## src/rtl/fp_expand_pkg.sv

```systemverilog
// Shared definitions for the 8-bit float <-> linear converters: format widths,
// FSM state encoding and the minimum linear width needed to hold any code exactly.
package fp_expand_pkg;

    localparam int FP_EXP_W  = 3;
    localparam int FP_SIG_W  = 4;
    localparam int LIN_W     = 12;
    localparam int FP_CODE_W = 1 + FP_EXP_W + FP_SIG_W;

    typedef enum logic [1:0] {
        ST_IDLE  = 2'd0,
        ST_SHIFT = 2'd1,
        ST_HOLD  = 2'd2
    } fp_state_t;

    // Largest magnitude is sig_max << exp_max, so sig_w + 2**exp_w bits hold it with sign.
    function automatic int fp_min_out_w(input int exp_w, input int sig_w);
        return sig_w + (1 << exp_w);
    endfunction

endpackage

```

## src/rtl/fp_expand_if.sv

```systemverilog
// Input and output valid/ready channels of the float expander.
interface fp_expand_if #(
    parameter int CODE_W = 8,
    parameter int OUT_W  = 12
);
    logic              in_valid;
    logic              in_ready;
    logic [CODE_W-1:0] in_code;
    logic              out_valid;
    logic              out_ready;
    logic [OUT_W-1:0]  out_data;

    modport master (
        output in_valid, in_code, out_ready,
        input  in_ready, out_valid, out_data
    );

    modport slave (
        input  in_valid, in_code, out_ready,
        output in_ready, out_valid, out_data
    );
endinterface

```

## src/rtl/fp_expand.sv

```systemverilog
// Iterative decoder of {sign, exp, sig} float codes into two's-complement linear
// values: one left shift of the significand per clock, then optional negation.
module fp_expand
    import fp_expand_pkg::*;
#(
    parameter int EXP_W = FP_EXP_W,
    parameter int SIG_W = FP_SIG_W,
    parameter int OUT_W = LIN_W
) (
    input  logic            clk,
    input  logic            rst_n,
    input  logic            clr,
    output logic            busy,
    fp_expand_if.slave      bus
);

    localparam int CODE_W = 1 + EXP_W + SIG_W;

    if (OUT_W < fp_min_out_w(EXP_W, SIG_W)) begin : g_width_check
        $error("fp_expand: OUT_W too small for EXP_W/SIG_W");
    end

    fp_state_t          state_reg, state_next;
    logic [OUT_W-1:0]   mag_reg, mag_next;
    logic [EXP_W-1:0]   cnt_reg, cnt_next;
    logic               sgn_reg, sgn_next;
    logic [OUT_W-1:0]   out_data_reg, out_data_next;
    logic               out_valid_reg, out_valid_next;

    always_ff @(posedge clk or negedge rst_n) begin
        if (!rst_n) begin
            state_reg     <= ST_IDLE;
            mag_reg       <= '0;
            cnt_reg       <= '0;
            sgn_reg       <= 1'b0;
            out_data_reg  <= '0;
            out_valid_reg <= 1'b0;
        end else begin
            state_reg     <= state_next;
            mag_reg       <= mag_next;
            cnt_reg       <= cnt_next;
            sgn_reg       <= sgn_next;
            out_data_reg  <= out_data_next;
            out_valid_reg <= out_valid_next;
        end
    end

    always_comb begin
        state_next     = state_reg;
        mag_next       = mag_reg;
        cnt_next       = cnt_reg;
        sgn_next       = sgn_reg;
        out_data_next  = out_data_reg;
        out_valid_next = out_valid_reg;

        // Abort wins over everything, including a pending accept in IDLE.
        if (clr) begin
            state_next     = ST_IDLE;
            out_valid_next = 1'b0;
        end else begin
            case (state_reg)
                ST_IDLE: begin
                    if (bus.in_valid) begin
                        mag_next   = {{(OUT_W-SIG_W){1'b0}}, bus.in_code[SIG_W-1:0]};
                        cnt_next   = bus.in_code[SIG_W +: EXP_W];
                        sgn_next   = bus.in_code[CODE_W-1];
                        state_next = ST_SHIFT;
                    end
                end
                ST_SHIFT: begin
                    if (cnt_reg != '0) begin
                        mag_next = mag_reg << 1;
                        cnt_next = cnt_reg - EXP_W'(1);
                    end else begin
                        // Zero magnitude negates to zero, so no negative zero appears.
                        out_data_next  = sgn_reg ? (OUT_W'(0) - mag_reg) : mag_reg;
                        out_valid_next = 1'b1;
                        state_next     = ST_HOLD;
                    end
                end
                ST_HOLD: begin
                    if (bus.out_ready) begin
                        out_valid_next = 1'b0;
                        state_next     = ST_IDLE;
                    end
                end
                default: begin
                    state_next     = ST_IDLE;
                    out_valid_next = 1'b0;
                end
            endcase
        end
    end

    assign bus.in_ready  = (state_reg == ST_IDLE);
    assign bus.out_valid = out_valid_reg;
    assign bus.out_data  = out_data_reg;
    assign busy          = (state_reg != ST_IDLE);

endmodule

```

## src/flat_wrapper.sv

```systemverilog
// flat-port wrapper written by rule: the top's interface ports become plain ports
module fp_expand_flat import fp_expand_pkg::*;
#(
    parameter int EXP_W = FP_EXP_W,
    parameter int SIG_W = FP_SIG_W,
    parameter int OUT_W = LIN_W
)
  (clk, rst_n, clr, busy, bus_in_valid, bus_in_code, bus_out_ready, bus_in_ready, bus_out_valid, bus_out_data);
  fp_expand_if #(.CODE_W(8), .OUT_W(OUT_W)) bus_i ();
  input  logic clk;
  input  logic rst_n;
  input  logic clr;
  output logic busy;
  input wire logic [$bits(bus_i.in_valid)-1:0] bus_in_valid;
  input wire logic [$bits(bus_i.in_code)-1:0] bus_in_code;
  input wire logic [$bits(bus_i.out_ready)-1:0] bus_out_ready;
  output wire logic [$bits(bus_i.in_ready)-1:0] bus_in_ready;
  output wire logic [$bits(bus_i.out_valid)-1:0] bus_out_valid;
  output wire logic [$bits(bus_i.out_data)-1:0] bus_out_data;
  assign bus_i.in_valid = bus_in_valid;
  assign bus_i.in_code = bus_in_code;
  assign bus_i.out_ready = bus_out_ready;
  assign bus_in_ready = bus_i.in_ready;
  assign bus_out_valid = bus_i.out_valid;
  assign bus_out_data = bus_i.out_data;
  fp_expand #(.EXP_W(EXP_W), .SIG_W(SIG_W), .OUT_W(OUT_W)) u_core (.clk(clk), .rst_n(rst_n), .clr(clr), .busy(busy), .bus(bus_i));
endmodule
```

## config.mk

```make
export PLATFORM = sky130hd
export DESIGN_NAME = fp_expand_flat
export DESIGN_NICKNAME = d
export VERILOG_FILES = /design/src/rtl/fp_expand_pkg.sv /design/src/rtl/fp_expand_if.sv /design/src/rtl/fp_expand.sv /design/src/flat_wrapper.sv
export SDC_FILE = /design/constraint.sdc
export NUM_CORES = 1
export LEC_CHECK = 0
export ABC_CLOCK_PERIOD_IN_PS = 2100
export BUFFER_PORTS_ARGS = -buffer_cell sky130_fd_sc_hd__buf_2
export CORE_MARGIN = 2
export CORE_UTILIZATION = 45
export CTS_BUF_LIST = sky130_fd_sc_hd__clkbuf_4
export DETAILED_ROUTE_END_ITERATION = 7
export GPL_ROUTABILITY_DRIVEN = 0
export PLACE_DENSITY = 0.68
export SLEW_MARGIN = 20
export SYNTH_ARGS = -nofsm -noshare
export SYNTH_HDL_FRONTEND = slang
export SYNTH_SLANG_ARGS = --single-unit
```

## constraint.sdc

```tcl
create_clock -name clk -period 2.1 [get_ports clk]
set_input_delay 0.525 -clock clk [delete_from_list [all_inputs] [get_ports clk]]
set_output_delay 0.525 -clock clk [all_outputs]
set_load 0.005 [all_outputs]
```

==> results.toml, run 1 <==
[worst_setup_path]
max_stage_delay_ns = 0.65
cp-end-kind = "register"
cp_num_buf_inv = 0
crit_slowest_cell = "or4_1"
worstPathCellList = "or4_1 > o31ai_1 > xnor2_1 > mux2_2"
required_ns = 2.32
crit_arrival_ns = 2.18
rr_worst_depth = 4
crit_start = "u_core.mag_reg[3]"
start_kind = "register"
path_depth = 4
path_max_fanout = 6
cp_top_family = "simple AND/OR/NAND/NOR gates"
path_class = "reg2reg"
timing.rr.start = "u_core.mag_reg[3]"

[cts]
clk_pin_slew_ns = 0.10
numCtsBuffers = 5
htreeDepth = 2
clk_path_buf_depth = 2
root_buffer = "clkbuf_4"
clock_latency_ns = 0.33
cts_tree = "yes"
cts_sinks = 31
post_cts_buffers = 0

[route]
initialDrtViolationCount = 37
postRouteAntennaNets = 0
viasPerCell = 5.066
via_count = 1226
dr.pass1.iters = 4
wire_per_inst_um = 12.57
drc = 0
wl_um = 3041

[floorplan]
dieArea_mm2 = 0.003909
die_x_um = 62.53
die_y_um = 62.53
ios = 28
rows = 21
core_area_mm2 = 0.003311
start_util_pct = 46.56

[synth]
synth_edf_count = 0
syn_area_per_cell_um2 = 9.342
netlist_instances = 165
synthTopCellsByArea = "dfrtp_1, o21ai_0, nand2_1, a21oi_1, nor2_1"
synthTopCellsByCount = "dfrtp_1, nand2_1, o21ai_0, nor2_1, a21oi_1"
synth_top_area_cell = "dfrtp_1"
synth-seq-cells = 31
netlist_area_mm2 = 0.001541
ys_warn_count = 0
synth_seq_area_share_pct = 50.32
synth-main-ff-cell = "dfrtp_1"
async_flop_share_pct = 100.0
synth_top_area_share_pct = 50.32
synth.most_common_cell = "dfrtp_1"
syn_nets = 181
synth_cell_type_count = 27

[sta]
max_freq_mhz = 511.2
tns_ns = 0
post-route-min-period_ns = 1.956
rsz0062_at_grt = "false"
slew_headroom_pct = 55.83
period_share_pct = 93.14
worst_slew_pin_slew_ns = 0.6626
finalSetupViolCount = 0
slew_violations = 0
final_hold_viol_count = 0
layout_setup_ws_ns = 0.1440
clock_skew_ns = 0.005053

[grt]
antenna_found_initial = 0
grt_pass1_wl_um = 5451
grt_max_degree = 32
track_usage_pct = 17.86
overflow = 0
grt_pass1_vias = 1197

[power_and_ir_drop]
power_mw = 2.164
pwr_density_cell_mw_per_mm2 = 1188
peakVddDrop_uv = 602.5
leakage_nw = 0.8681

[final_layout]
final_cells = 242
drive_gt1_share_pct = 25.00
fillers = 327
final_core_util_pct = 55.03
syn_to_final_growth_pct = 18.18
insertedDiodeCount = 0
final_nets = 211

[placement]
pre_cts_slack_ns = 0.1244
hpwl_um = 2160
placed_cells = 234
port_buffers = 27

[min_path]
hp-class = "in2async"

[outcome]
run_status = "complete, no violations"

[job]
drv_cap = 0
==> area by class of cell <==
cell class	instances	area, µm²	share of cell area [%]
flip-flops and latches	31	775.7	42.58
multi-input cells	117	709.4	38.94
repair buffers	32	172.7	9.478
well taps	46	57.56	3.159
clock inverters	3	38.79	2.129
clock buffers	5	37.54	2.060
inverters	8	30.03	1.648
==> cell usage in the layout (no fill, tap or decap), types with 4 or more instances in the layout <==
cell type,Yosys,routed
o21ai_0,19,19
xnor2_1,4,4
nor2_1,18,18
nand2_1,23,23
buf_4,0,5
buf_2,1,27
clkbuf_4,0,5
inv_1,8,8
xor2_1,6,6
a21oi_1,15,15
mux2_2,4,4
dfrtp_1,31,31
==> where the power goes <==
part	switching (mW)	total (mW)	internal (mW)	leakage, nW
clock	0.207	0.452	0.245	0.0426
combinational	0.410	0.787	0.377	0.432
sequential	0.139	0.926	0.787	0.394
total	0.756	2.16	1.41	0.868
==> path summary, 6_finish.rpt <==
check	to	slack (ns)
min	u_core.state_reg[1]	0.21
max in group asynchronous	u_core.mag_reg[11]	1.46
min in group clk	u_core.sgn_reg	0.39
max reg2reg	u_core.bus.out_data[10]	0.14
max	u_core.bus.out_data[10]	0.14
min reg2reg	u_core.bus.out_data[9]	0.51
==> metrics by stage <==
step,instance area (µm²),hold WS [ns]
floorplan,1541,0.2294
CTS,1818,0.2197
global route,1822,0.2562
finish,1822,0.2115
global placement,1742,0.4866
detailed placement,1742,0.4914
==> per-layer routing <==
metal,GRT usage [%],vias to the layer above,routed length (µm)
met2,29.44,22,1473
li1,-,620,-
met4,6.667,0,51
met1,22.00,578,1392
met3,5.586,6,123
met5,0,-,0
==> cell families after synthesis <==
| group | count (synthesis) | synth area share (%) |
|---|---|---|
| AND/OR/NAND/NOR | 56 | 16.72 |
| multiplexers | 6 | 4.221 |
| XOR/XNOR | 10 | 5.682 |
| adder cells (fa/ha/maj) | 3 | 2.435 |
| flip-flops | 31 | 50.32 |
| buffers and inverters | 17 | 4.221 |
| AO/OA/AOI/OAI | 42 | 16.40 |
==> repair_timing <==
item	in CTS	in global routing
gates resized for setup	0	1
hold buffers	0	0
setup endpoints to repair	0	4
Power figures use the tool's default switching activity.
==> inputs of run 2 (changes only) <==
--- a/config.mk
+++ b/config.mk
@@ -5,6 +5,7 @@
 export SDC_FILE = /design/constraint.sdc
 export NUM_CORES = 1
 export LEC_CHECK = 0
+export ABC_AREA = 1
 export ABC_CLOCK_PERIOD_IN_PS = 2100
 export BUFFER_PORTS_ARGS = -buffer_cell sky130_fd_sc_hd__buf_2
 export CORE_MARGIN = 2
@@ -12,7 +13,7 @@
 export CTS_BUF_LIST = sky130_fd_sc_hd__clkbuf_4
 export DETAILED_ROUTE_END_ITERATION = 7
 export GPL_ROUTABILITY_DRIVEN = 0
-export PLACE_DENSITY = 0.68
+export PLACE_DENSITY = 0.67
 export SLEW_MARGIN = 20
 export SYNTH_ARGS = -nofsm -noshare
 export SYNTH_HDL_FRONTEND = slang
==> results.toml, run 2 <==
[outcome]
run_status = "complete, no violations"

[cts]
clk_path_buf_depth = 2
postCtsResizedCells = 0
clock_latency_ns = 0.33
root_buffer = "clkbuf_4"
cts_sinks = 31
numCtsBuffers = 5
cts_hold_buffers = 0
cts_tree = "yes"
clk_pin_slew_ns = 0.09
post_cts_buffers = 0
htreeDepth = 2

[synth]
synth_top_area_share_pct = 47.47
syn_area_per_cell_um2 = 8.423
synthTopCellsByArea = "dfrtp_1, nand2_1, nand3_1, inv_1, o21ai_2"
synth_top_area_cell = "dfrtp_1"
synthTopCellsByCount = "nand2_1, dfrtp_1, nand3_1, inv_1, nor2_1"
synth_cell_type_count = 27
synth-main-ff-cell = "dfrtp_1"
async_flop_share_pct = 100.0
netlist_area_mm2 = 0.001634
netlist_instances = 194
synth_edf_count = 0
synth.most_common_cell = "nand2_1"
synth-seq-cells = 31
synth_seq_area_share_pct = 47.47
syn_nets = 210
ys_warn_count = 0

[grt]
track_usage_pct = 18.07
grt_max_degree = 32
grt_pass1_vias = 1285
overflow = 0
grt_pass1_wl_um = 5802
antenna_found_initial = 0

[route]
via_count = 1343
postRouteAntennaNets = 0
dr.pass1.iters = 4
wire_per_inst_um = 11.74
viasPerCell = 4.993
wl_um = 3157
drc = 0
initialDrtViolationCount = 37

[placement]
port_buffers = 27
pre_cts_slack_ns = 0.4050
hpwl_um = 2216
placed_cells = 262
dpl_cell_area_mm2 = 0.001785

[sta]
rsz0062_at_grt = "false"
slew_headroom_pct = 55.18
max_freq_mhz = 614.4
period_share_pct = 77.50
slew_violations = 0
layout_setup_ws_ns = 0.4725
tns_ns = 0
finalSetupViolCount = 0
clock_skew_ns = 0.008031
post-route-min-period_ns = 1.627
worst_slew_pin_slew_ns = 0.6723
final_hold_viol_count = 0

[power_and_ir_drop]
leakage_nw = 0.9320
pwr_density_cell_mw_per_mm2 = 1192
sw_frac_of_total_pct = 41.01
power_frac_clock_pct = 14.3
peakVddDrop_uv = 482.9
p_switching_uw = 895.8
p_comb_share_pct = 41.5
p_int_mw = 1.289
power_mw = 2.184
pwr-share-seq_pct = 44.2

[floorplan]
dieArea_mm2 = 0.004129
ios = 28
die_x_um = 64.26
start_util_pct = 47.84
die_y_um = 64.26
core_area_mm2 = 0.003416
rows = 21

[final_layout]
final_nets = 239
regArea_um2 = 775.7
multiInputGateArea_um2 = 734.5
final_area_mm2 = 0.001832
drive_gt1_share_pct = 25.11
syn_to_final_growth_pct = 12.10
fillers = 343
final_cells = 269
mostFrequentLayoutCell = "nand2_1"
insertedDiodeCount = 0
final_cell_mix = "nand2_1, dfrtp_1, buf_2, nand3_1, inv_1"

[worst_setup_path]
cp-end-kind = "register"
start_kind = "register"
crit_arrival_ns = 1.86
required_ns = 2.34
path_max_fanout = 28
path_class = "reg2reg"

[min_path]
hp-class = "in2async"

[job]
drv_cap = 0
## run 2: final cells by class
type	instances	area share, %
Timing Repair Buffer	29	8.197
Multi-Input combinational cell	138	40.10
Tap cell	46	3.142
Clock inverter	2	0.4781
Inverter	18	3.689
Clock buffer	5	2.049
Sequential cell	31	42.35
## run 2: path summary, 6_finish.rpt
path	startpoint	endpoint	slack, ns	cells after the start
setup / recovery	u_core.cnt_reg[0]	u_core.mag_reg[4]	0.47	8
hold / removal	rst_n	u_core.mag_reg[5]	0.22	1
setup reg to reg	u_core.cnt_reg[0]	u_core.mag_reg[4]	0.47	8
hold reg to reg	u_core.bus.out_data[1]	u_core.bus.out_data[1]	0.47	2
max in group asynchronous	rst_n	u_core.bus.out_data[7]	1.45	1
min in group clk	bus_in_code[7]	u_core.sgn_reg	0.42	2
## run 2: cell families after synthesis
logic type,Yosys count,synth area share (%)
fa+ha+maj,3,2.297
simple gates,100,28.48
compound gates,31,11.87
buf+inv,25,7.580
xor+xnor,3,1.608
flops,31,47.47
mux,1,0.6891
## run 2: stage by stage
step	util (%)	hold WS, ns
2_1_floorplan	-	0.2294
3_3_place_gp	52.27	0.4504
3_5_place_dp	52.27	0.4540
4_1_cts	53.63	0.2428
5_1_grt	53.63	0.2736
6_report	53.63	0.2192
## run 2: per-layer routing
layer  track usage [%]  part of all wire [%]
met2             27.47                    42
met1             25.20                    51
met5                 0                     0
met3             4.225                   5.3
met4             6.383                   1.6
## run 2: critical path, cell delays in order (launching register included)
cell and delay [ns]:
dfrtp_1 0.38, inv_1 0.09, ha_1 0.15, nand2_1 0.09, nand2_2 0.12, nand2_2 0.32, buf_4 0.28, nand3_2 0.05
nand2_1 0.05
## run 2: power by group through the flow
stage	clock network [mW]	logic, mW	registers, mW
after floorplan	0	0.684	0.947
after global placement	0	0.901	0.968
after detailed placement	0	0.908	0.974
after CTS	0.322	0.915	0.962
after global routing	0.352	1.06	0.995
final	0.313	0.906	0.965
==> inputs of run 3 (changes only) <==
--- a/config.mk
+++ b/config.mk
@@ -5,15 +5,15 @@
 export SDC_FILE = /design/constraint.sdc
 export NUM_CORES = 1
 export LEC_CHECK = 0
-export ABC_AREA = 1
-export ABC_CLOCK_PERIOD_IN_PS = 2100
+export ABC_AREA = 0
+export ABC_CLOCK_PERIOD_IN_PS = 1350
 export BUFFER_PORTS_ARGS = -buffer_cell sky130_fd_sc_hd__buf_2
 export CORE_MARGIN = 2
 export CORE_UTILIZATION = 45
 export CTS_BUF_LIST = sky130_fd_sc_hd__clkbuf_4
 export DETAILED_ROUTE_END_ITERATION = 7
 export GPL_ROUTABILITY_DRIVEN = 0
-export PLACE_DENSITY = 0.67
+export PLACE_DENSITY = 0.7
 export SLEW_MARGIN = 20
 export SYNTH_ARGS = -nofsm -noshare
 export SYNTH_HDL_FRONTEND = slang
==> constraint.sdc (replaced) <==
create_clock -name clk -period 1.35 [get_ports clk]
set_input_delay 0.3375 -clock clk [delete_from_list [all_inputs] [get_ports clk]]
set_output_delay 0.3375 -clock clk [all_outputs]
set_load 0.005 [all_outputs]
==> results.toml, run 3 (synthesis gave the netlist of run 1 again) <==
[power_and_ir_drop]
p_comb_share_pct = 52.5
p_int_mw = 2.667
p_switching_mw = 1.580
leakage_nw = 1.113
sw_frac_of_total_pct = 37.20
peakVddDrop_uv = 950.0
pwr-share-seq_pct = 34.2
pwr_density_cell_mw_per_mm2 = 1789
power_frac_clock_pct = 13.2

[cts]
cts_sinks = 31
htreeDepth = 2
root_buffer = "clkbuf_4"
clk_path_buf_depth = 2
cts_tree = "yes"
cts_hold_buffers = 0
clk_pin_slew_ns = 0.10
numCtsBuffers = 5
clock_latency_ns = 0.34

[worst_setup_path]
worstPathCellList = "inv_2 > ha_4 > and3b_1 > or4_4 > or3_1 > o21ai_1"
timing.rr.start = "u_core.cnt_reg[0]"
start_kind = "register"
path_class = "reg2reg"
r2r_setup_slack_ns = -0.41
cp-end-kind = "register"
rr_worst_depth = 6
crit_slowest_cell = "or4_4"
max_stage_delay_ns = 0.53
crit_arrival_ns = 2.02
reg2reg_to = "u_core.cnt_reg[0]"
crit_start = "u_core.cnt_reg[0]"
required_ns = 1.61
path_max_fanout = 5
cp_num_buf_inv = 1
cp_top_family = "simple AND/OR/NAND/NOR gates"

[floorplan]
die_y_um = 62.53
dieArea_mm2 = 0.003909
rows = 21
ios = 28
die_x_um = 62.53
start_util_pct = 46.56
core_area_mm2 = 0.003311

[sta]
final_hold_viol_count = 5
tns_ns = -8.820
fin_hold_ws_ns = -0.004816
finalSetupViolCount = 31
max_freq_mhz = 569.3
slew_headroom_pct = 54.30
layout_setup_ws_ns = -0.4064
worst_slew_pin_slew_ns = 0.6854
clock_skew_ns = 0.01112
post-route-min-period_ns = 1.756
rsz0062_at_grt = "true"
slew_violations = 0
period_share_pct = 130.1

[route]
wire_per_inst_um = 14.41
dr.pass1.iters = 4
postRouteAntennaNets = 0
wl_um = 4092
drc = 0
viasPerCell = 5.067
via_count = 1439
initialDrtViolationCount = 43

[grt]
grt_max_degree = 32
grt_pass1_vias = 1408
track_usage_pct = 21.76
grt_pass1_wl_um = 6555
overflow = 0
antenna_found_initial = 0

[final_layout]
insertedDiodeCount = 0
regArea_um2 = 777.0
fillers = 238
final_cell_mix = "buf_4, dfrtp_1, buf_2, nand2_1, o21ai_1"
mostFrequentLayoutCell = "buf_4"
final_nets = 253
drive_gt1_share_pct = 53.36
syn_to_final_growth_pct = 53.98
final_area_mm2 = 0.002374
final_cells = 284
multiInputGateArea_um2 = 902.1

[outcome]
violations = "hold timing, setup timing"
run_status = "finished with violations"

[placement]
placed_cells = 266
hpwl_um = 2616
port_buffers = 27
dpl_cell_area_mm2 = 0.002047

[job]
drv_cap = 0

[min_path]
hp-class = "in2async"
## run 3: final cells by class
| cell class | count | area share [%] |
|---|---|---|
| clock buffer | 7 | 2.214 |
| clock inverter | 1 | 0.2109 |
| inverter | 8 | 1.265 |
| multi-input combinational | 117 | 38.01 |
| sequential | 31 | 32.74 |
| tap | 46 | 2.425 |
| timing repair buffer | 74 | 23.14 |
## run 3: power by group through the flow
stage	registers, mW	logic, mW	clock network (mW)
floorplan	1.45	1.00	0
global placement	1.40	1.65	0
detailed placement	1.43	1.72	0
CTS	1.42	2.00	0.567
global route	1.49	2.42	0.606
finish	1.45	2.23	0.561
## run 3: metal layers
layer	vias up	track usage, %	wire [µm]
met4	0	11.11	128
met3	11	4.685	141
met2	36	35.48	2117
li1	707	-	-
met1	685	27.23	1705
met5	-	0	0
## run 3: how the worst max path moves through the flow
stage / slack, ns / cells after the start / endpoint
detailed placement: -0.46 / 5 / u_core.bus.out_data[10]
global route: -0.50 / 6 / u_core.cnt_reg[0]
global placement: -0.41 / 5 / u_core.bus.out_data[10]
finish: -0.41 / 6 / u_core.cnt_reg[0]
CTS: -0.40 / 5 / u_core.bus.out_data[9]
floorplan: -0.40 / 5 / u_core.bus.out_data[9]
## run 3: repair_timing
action / 4_1_cts / 5_1_grt
hold endpoints to repair: 0 / 0
endpoints found under the setup margin: 30 / 32
cloned: 1 / 0
gates resized for setup: 28 / 24
pin swaps: 6 / 9
buffers inserted: 6 / 5
## run 3: per-stage QoR
step | total power, mW | hold slack (ns) | setup WS [ns] | utilization, %
6_report | 4.247 | -0.004816 | -0.4064 | 71.69
5_1_grt | 4.520 | 0.04224 | -0.4979 | 71.69
4_1_cts | 3.990 | 0.009447 | -0.4048 | 68.97
3_5_place_dp | 3.154 | 0.3744 | -0.4631 | 61.83
3_3_place_gp | 3.055 | 0.3654 | -0.4076 | 61.83
2_1_floorplan | 2.451 | 0.04191 | -0.4021 | -
